==> src/rtl/core_ctrl.sv <==
// Multi-cycle sequencing controller for the single-issue RV32 core.
// It owns the PC, runs the fetch handshake and halts or traps the core.
module core_ctrl #(
    parameter logic [31:0] RESET_PC      = 32'h8000_0000,
    parameter int unsigned FETCH_TIMEOUT = 255
) (
    input  logic        clk,
    input  logic        rst,
    output logic        imem_req,
    output logic [31:0] imem_addr,
    input  logic        imem_rvalid,
    output logic        ir_wen,
    input  logic        dec_illegal,
    input  logic        dec_ebreak,
    input  logic        dec_rd_wen,
    input  logic [31:0] next_pc,
    output logic        rf_wen,
    output logic [31:0] pc,
    output logic        halt,
    output logic        trap,
    output logic [1:0]  trap_cause,
    output logic [31:0] cycle_cnt,
    output logic [31:0] instret_cnt
);

    typedef enum logic [2:0] {
        S_FETCH,
        S_WAIT,
        S_EXEC,
        S_WB,
        S_HALT,
        S_TRAP
    } state_e;

    typedef enum logic [1:0] {
        CAUSE_NONE    = 2'd0,
        CAUSE_ILLEGAL = 2'd1,
        CAUSE_TIMEOUT = 2'd2,
        CAUSE_MISALGN = 2'd3
    } cause_e;

    localparam logic [15:0] TMO_LIMIT = 16'(FETCH_TIMEOUT);

    state_e      state_q, state_d;
    logic [15:0] tmo_q, tmo_d;
    logic [31:0] pc_q, pc_d;
    logic [31:0] cycle_q, cycle_d;
    logic [31:0] instret_q, instret_d;
    logic        halt_q, halt_d;
    logic        trap_q, trap_d;
    cause_e      cause_q, cause_d;

    // NOTE: every signal written here gets a default first, so no path can infer a latch.
    always_comb begin
        state_d   = state_q;
        tmo_d     = tmo_q;
        pc_d      = pc_q;
        cycle_d   = cycle_q;
        instret_d = instret_q;
        halt_d    = halt_q;
        trap_d    = trap_q;
        cause_d   = cause_q;
        imem_req  = 1'b0;
        ir_wen    = 1'b0;
        rf_wen    = 1'b0;

        case (state_q)
            S_FETCH: begin
                imem_req = 1'b1;
                tmo_d    = 16'd0;
                cycle_d  = cycle_q + 32'd1;
                state_d  = S_WAIT;
            end
            S_WAIT: begin
                cycle_d = cycle_q + 32'd1;
                // A response on the limit cycle still wins over the timeout.
                if (imem_rvalid) begin
                    ir_wen  = 1'b1;
                    state_d = S_EXEC;
                end else begin
                    tmo_d = tmo_q + 16'd1;
                    if (tmo_d == TMO_LIMIT) begin
                        state_d = S_TRAP;
                        trap_d  = 1'b1;
                        cause_d = CAUSE_TIMEOUT;
                    end
                end
            end
            S_EXEC: begin
                cycle_d = cycle_q + 32'd1;
                if (dec_illegal) begin
                    state_d = S_TRAP;
                    trap_d  = 1'b1;
                    cause_d = CAUSE_ILLEGAL;
                end else if (dec_ebreak) begin
                    state_d   = S_HALT;
                    halt_d    = 1'b1;
                    instret_d = instret_q + 32'd1;
                end else begin
                    state_d = S_WB;
                end
            end
            S_WB: begin
                cycle_d = cycle_q + 32'd1;
                if (next_pc[1:0] != 2'b00) begin
                    state_d = S_TRAP;
                    trap_d  = 1'b1;
                    cause_d = CAUSE_MISALGN;
                end else begin
                    rf_wen    = dec_rd_wen;
                    pc_d      = next_pc;
                    instret_d = instret_q + 32'd1;
                    state_d   = S_FETCH;
                end
            end
            default: ;
        endcase

        // Reset drops any strobe, including a write pending in WB.
        if (rst) begin
            imem_req = 1'b0;
            ir_wen   = 1'b0;
            rf_wen   = 1'b0;
        end
    end

    // NOTE: sequential state uses non-blocking assignments so all registers update together.
    always_ff @(posedge clk) begin
        if (rst) begin
            state_q   <= S_FETCH;
            tmo_q     <= 16'd0;
            pc_q      <= RESET_PC;
            cycle_q   <= 32'd0;
            instret_q <= 32'd0;
            halt_q    <= 1'b0;
            trap_q    <= 1'b0;
            cause_q   <= CAUSE_NONE;
        end else begin
            state_q   <= state_d;
            tmo_q     <= tmo_d;
            pc_q      <= pc_d;
            cycle_q   <= cycle_d;
            instret_q <= instret_d;
            halt_q    <= halt_d;
            trap_q    <= trap_d;
            cause_q   <= cause_d;
        end
    end

    assign imem_addr   = pc_q;
    assign pc          = pc_q;
    assign halt        = halt_q;
    assign trap        = trap_q;
    assign trap_cause  = cause_q;
    assign cycle_cnt   = cycle_q;
    assign instret_cnt = instret_q;

endmodule

==> config.mk <==
export PLATFORM = sky130hd
export DESIGN_NAME = core_ctrl
export DESIGN_NICKNAME = d
export VERILOG_FILES = /design/src/rtl/core_ctrl.sv
export SDC_FILE = /design/constraint.sdc
export NUM_CORES = 1
export LEC_CHECK = 0
export CAP_MARGIN = 25
export CORE_MARGIN = 5
export CORE_UTILIZATION = 47
export DETAILED_ROUTE_END_ITERATION = 12
export HOLD_SLACK_MARGIN = 0.05
export PLACE_DENSITY = 0.84
export RECOVER_POWER = 25
export SLEW_MARGIN = 15
export SYNTH_ARGS = -nofsm -noshare
export SYNTH_HDL_FRONTEND = slang
export SYNTH_SLANG_ARGS = --single-unit
export TNS_END_PERCENT = 1
==> constraint.sdc <==
create_clock -name clk -period 3.2 [get_ports clk]
set_input_delay 0.64 -clock clk [delete_from_list [all_inputs] [get_ports clk]]
set_output_delay 0.64 -clock clk [all_outputs]
set_load 0.03 [all_outputs]
==> summary.md <==
| Metric | Value |
|---|---|
| Total global-route track usage | 20.4% |
| Post-route minimum period | 3.06 ns |
| Power Dens Cells | 510 nW/um^2 |
| Die H | 120 um |
| Via-per-instance ratio | 5.40 |
| Critical Path End Type | output pin |
| Synth top area share | 41.7% |
| Number of CTS-inserted buffers | 17 |
| Status | complete, no violations |
| Root Driver | clkbuf_16 |
| GR Overflow Total | 0 |
| Die Area | 14500 um^2 |
| Port buffer count | 172 |
| Die width | 120 um |
| Detailed Route WL | 14900 um |
| IO Count | 173 |
| RSZ-0062 raised after global routing | no |
| Antenna cells | 0 |
| Setup bufs post-CTS | 0 |
| Syn_nets | 733 |
| Share of layout cells above drive strength 1 | 7.19% |
| CP Launch Type | input pin |
| Core area | 12000 um^2 |
| Number of synthesized flops with an enable pin | 0 |
| Lkg Pwr | 2.71 nW |
| Slew HR | 52.7% |
| Synth cell types | 63 |
| Hold bufs inserted after CTS | 0 |
| Worst-Skew Late Latency | 0.40 ns |
| Worst hold path type | register to register |
| Syn-to-layout area delta | 38.6% |
| Reg2reg setup slack | 0.64 ns |
| Avg Cell Area, Syn | 8.27 um^2 |
| Synthesized cell area | 5720 um^2 |
| Synthesized flop and latch total | 119 |
| Worst Tran Pin Value | 0.709 ns |
| CP max FO | 6 |
| Seq/Total Area, Yosys | 41.7% |
| Final ANT Viol Nets | 0 |
| Detailed-route via count | 5302 |
| Final period util | 95.5% |
| Clk sink count | 119 |
| Top cell type by total area after synthesis | dfxtp_1 |
| Worst Skew | 0.00657 ns |
| Pins over their slew limit | 0 |
| M2 GR Usage | 35.1% |
| GR Layer Usage met3 | 6.69% |
| Fillers | 976 |
| CTS resizes | 0 |
| Number of global-route vias before repair | 4976 |
| Final setup vio count | 0 |
| WP data arrival | 2.42 ns |
| F_max | 327 MHz |
| Tot Pwr | 4.04 mW |
| Final Hold Vio Count | 0 |
| # rows | 40 |
| H-tree depth | 4 |
| Most instantiated library cell after synthesis | dfxtp_1 |
| Drt drc | 0 |
| Nets | 864 |
| Clock slew seen by the registers of the worst setup and hold paths | 0.05 ns |
| Worst ir drop on vdd | 300 uV |
| Starting Density | 47.8% |
| Asr flop ratio synth | 0% |
| Maxcap violations | 0 |
| Synthesized instance count | 691 |
| Synth warnings | 0 |
| Required @ worst endpoint | 2.56 ns |
| CTS tree | yes |
| Area contributors post-synth | dfxtp_1, nand2_1, nor2_1, a21oi_1, buf_4 |
| WL/cell | 15.2 um |
| Largest net degree at the start of global routing | 103 |
| Global-route wire length before repair | 24300 um |
| Synth cell count leaders | dfxtp_1, nand2_1, nor2_1 |
| DP Wirelength | 10500 um |
| Placer's final routability congestion estimate | 0.837 |
| Crit Path Category | input pin to output pin |
| Setup TNS Final | 0 ns |
| DR pass1 iterations | 4 |
| Initial antenna violation count | 0 |
| Initial drt markers | 496 |
| Met1 Use GR | 24.1% |
| Maximum clock path buffer count | 2 |
| Global routing's busiest layer | met2 |
| Top_reg_cell synth | dfxtp_1 |
-- layout make-up --
cell class                 instances  area, um^2  share of cell area (%)
clock buffer                      21         470                    5.94
clock inverter                    11         194                    2.45
inverter                          12        45.0                   0.568
multi-input combinational        488        2840                    35.8
sequential                       119        2380                    30.1
tap                              147         184                    2.32
timing repair buffer             184        1810                    22.8
-- per-layer routing --
layer | vias to the layer above | share of wire (%) | wire (um)
met1 | 2482 | 43 | 6360
li1 | 2626 | - | -
met5 | - | 0 | 0
met3 | 27 | 7.1 | 1060
met2 | 167 | 49 | 7260
met4 | 0 | 1.6 | 240
-- flip-flops by register name (all words and copies together) (netlist names) --
signal	count
instret_cnt	32
tmo_q	16
halt	1
trap	1
imem_addr	32
state_q	3
trap_cause	2
cycle_cnt	32
-- power breakdown --
| part | leakage (nW) | internal, mW | total (mW) | switching, mW |
|---|---|---|---|---|
| Sequential | 0.960 | 1.51 | 1.54 | 0.0258 |
| Combinational | 1.43 | 0.162 | 0.387 | 0.224 |
| Clock | 0.324 | 1.45 | 2.12 | 0.675 |
| Total | 2.71 | 3.12 | 4.04 | 0.925 |
-- kinds of logic (layout without fill, tap and decap cells) --
group | after synthesis | count (layout) | share of synthesized area (%)
fa+ha+maj | 4 | 4 | 0.876
mux | 4 | 4 | 0.744
flops | 119 | 119 | 41.7
compound gates | 120 | 120 | 13.0
buf+inv | 84 | 228 | 8.12
xor+xnor | 49 | 49 | 7.51
simple gates | 311 | 311 | 28.1
-- cells in the final DEF (no fill, tap or decap), types with 3 or more instances in the layout --
cell	instances
a21oi_1	56
a22oi_1	5
a311oi_1	5
a31oi_1	6
and3_1	10
and4_1	6
and4_4	3
buf_4	8
bufinv_16	5
clkbuf_1	5
clkbuf_16	17
clkbuf_8	3
clkdlybuf4s50_1	169
dfxtp_1	119
ha_1	4
inv_1	12
nand2_1	91
nand3_1	31
nand4_1	17
nand4b_1	3
nor2_1	83
nor2b_1	6
nor3_1	14
nor3b_1	6
nor4_1	5
o21ai_0	28
or3_1	18
xnor2_1	27
xor2_1	22
-- path summary, 6_finish.rpt --
kind,from,endpoint,cells after the start
worst max-delay path,imem_rvalid,ir_wen,3
worst min register to register,imem_addr[21],imem_addr[21],2
worst max register to register,state_q[2],cycle_cnt[30],6
worst min-delay path,imem_addr[21],imem_addr[21],2
-- per-stage QoR --
stage / utilization, % / std cells / hold slack, ns / setup WS, ns / instance area, um^2
floorplan: - / 691 / 0.479 / 0.536 / 5720
global placement: 60.9 / 949 / 0.454 / 0.296 / 7280
detailed placement: 60.9 / 949 / 0.465 / 0.278 / 7280
CTS: 66.4 / 981 / 0.472 / 0.274 / 7940
global route: 66.2 / 982 / 0.489 / 0.160 / 7920
finish: 66.2 / 982 / 0.469 / 0.145 / 7920
-- critical path, cell delays in order --
cell,delay [ns]
dlygate4sd3_1,0.63
nor3b_1,0.39
clkdlybuf4s50_1,0.75
(Power assumes the default switching activity.)
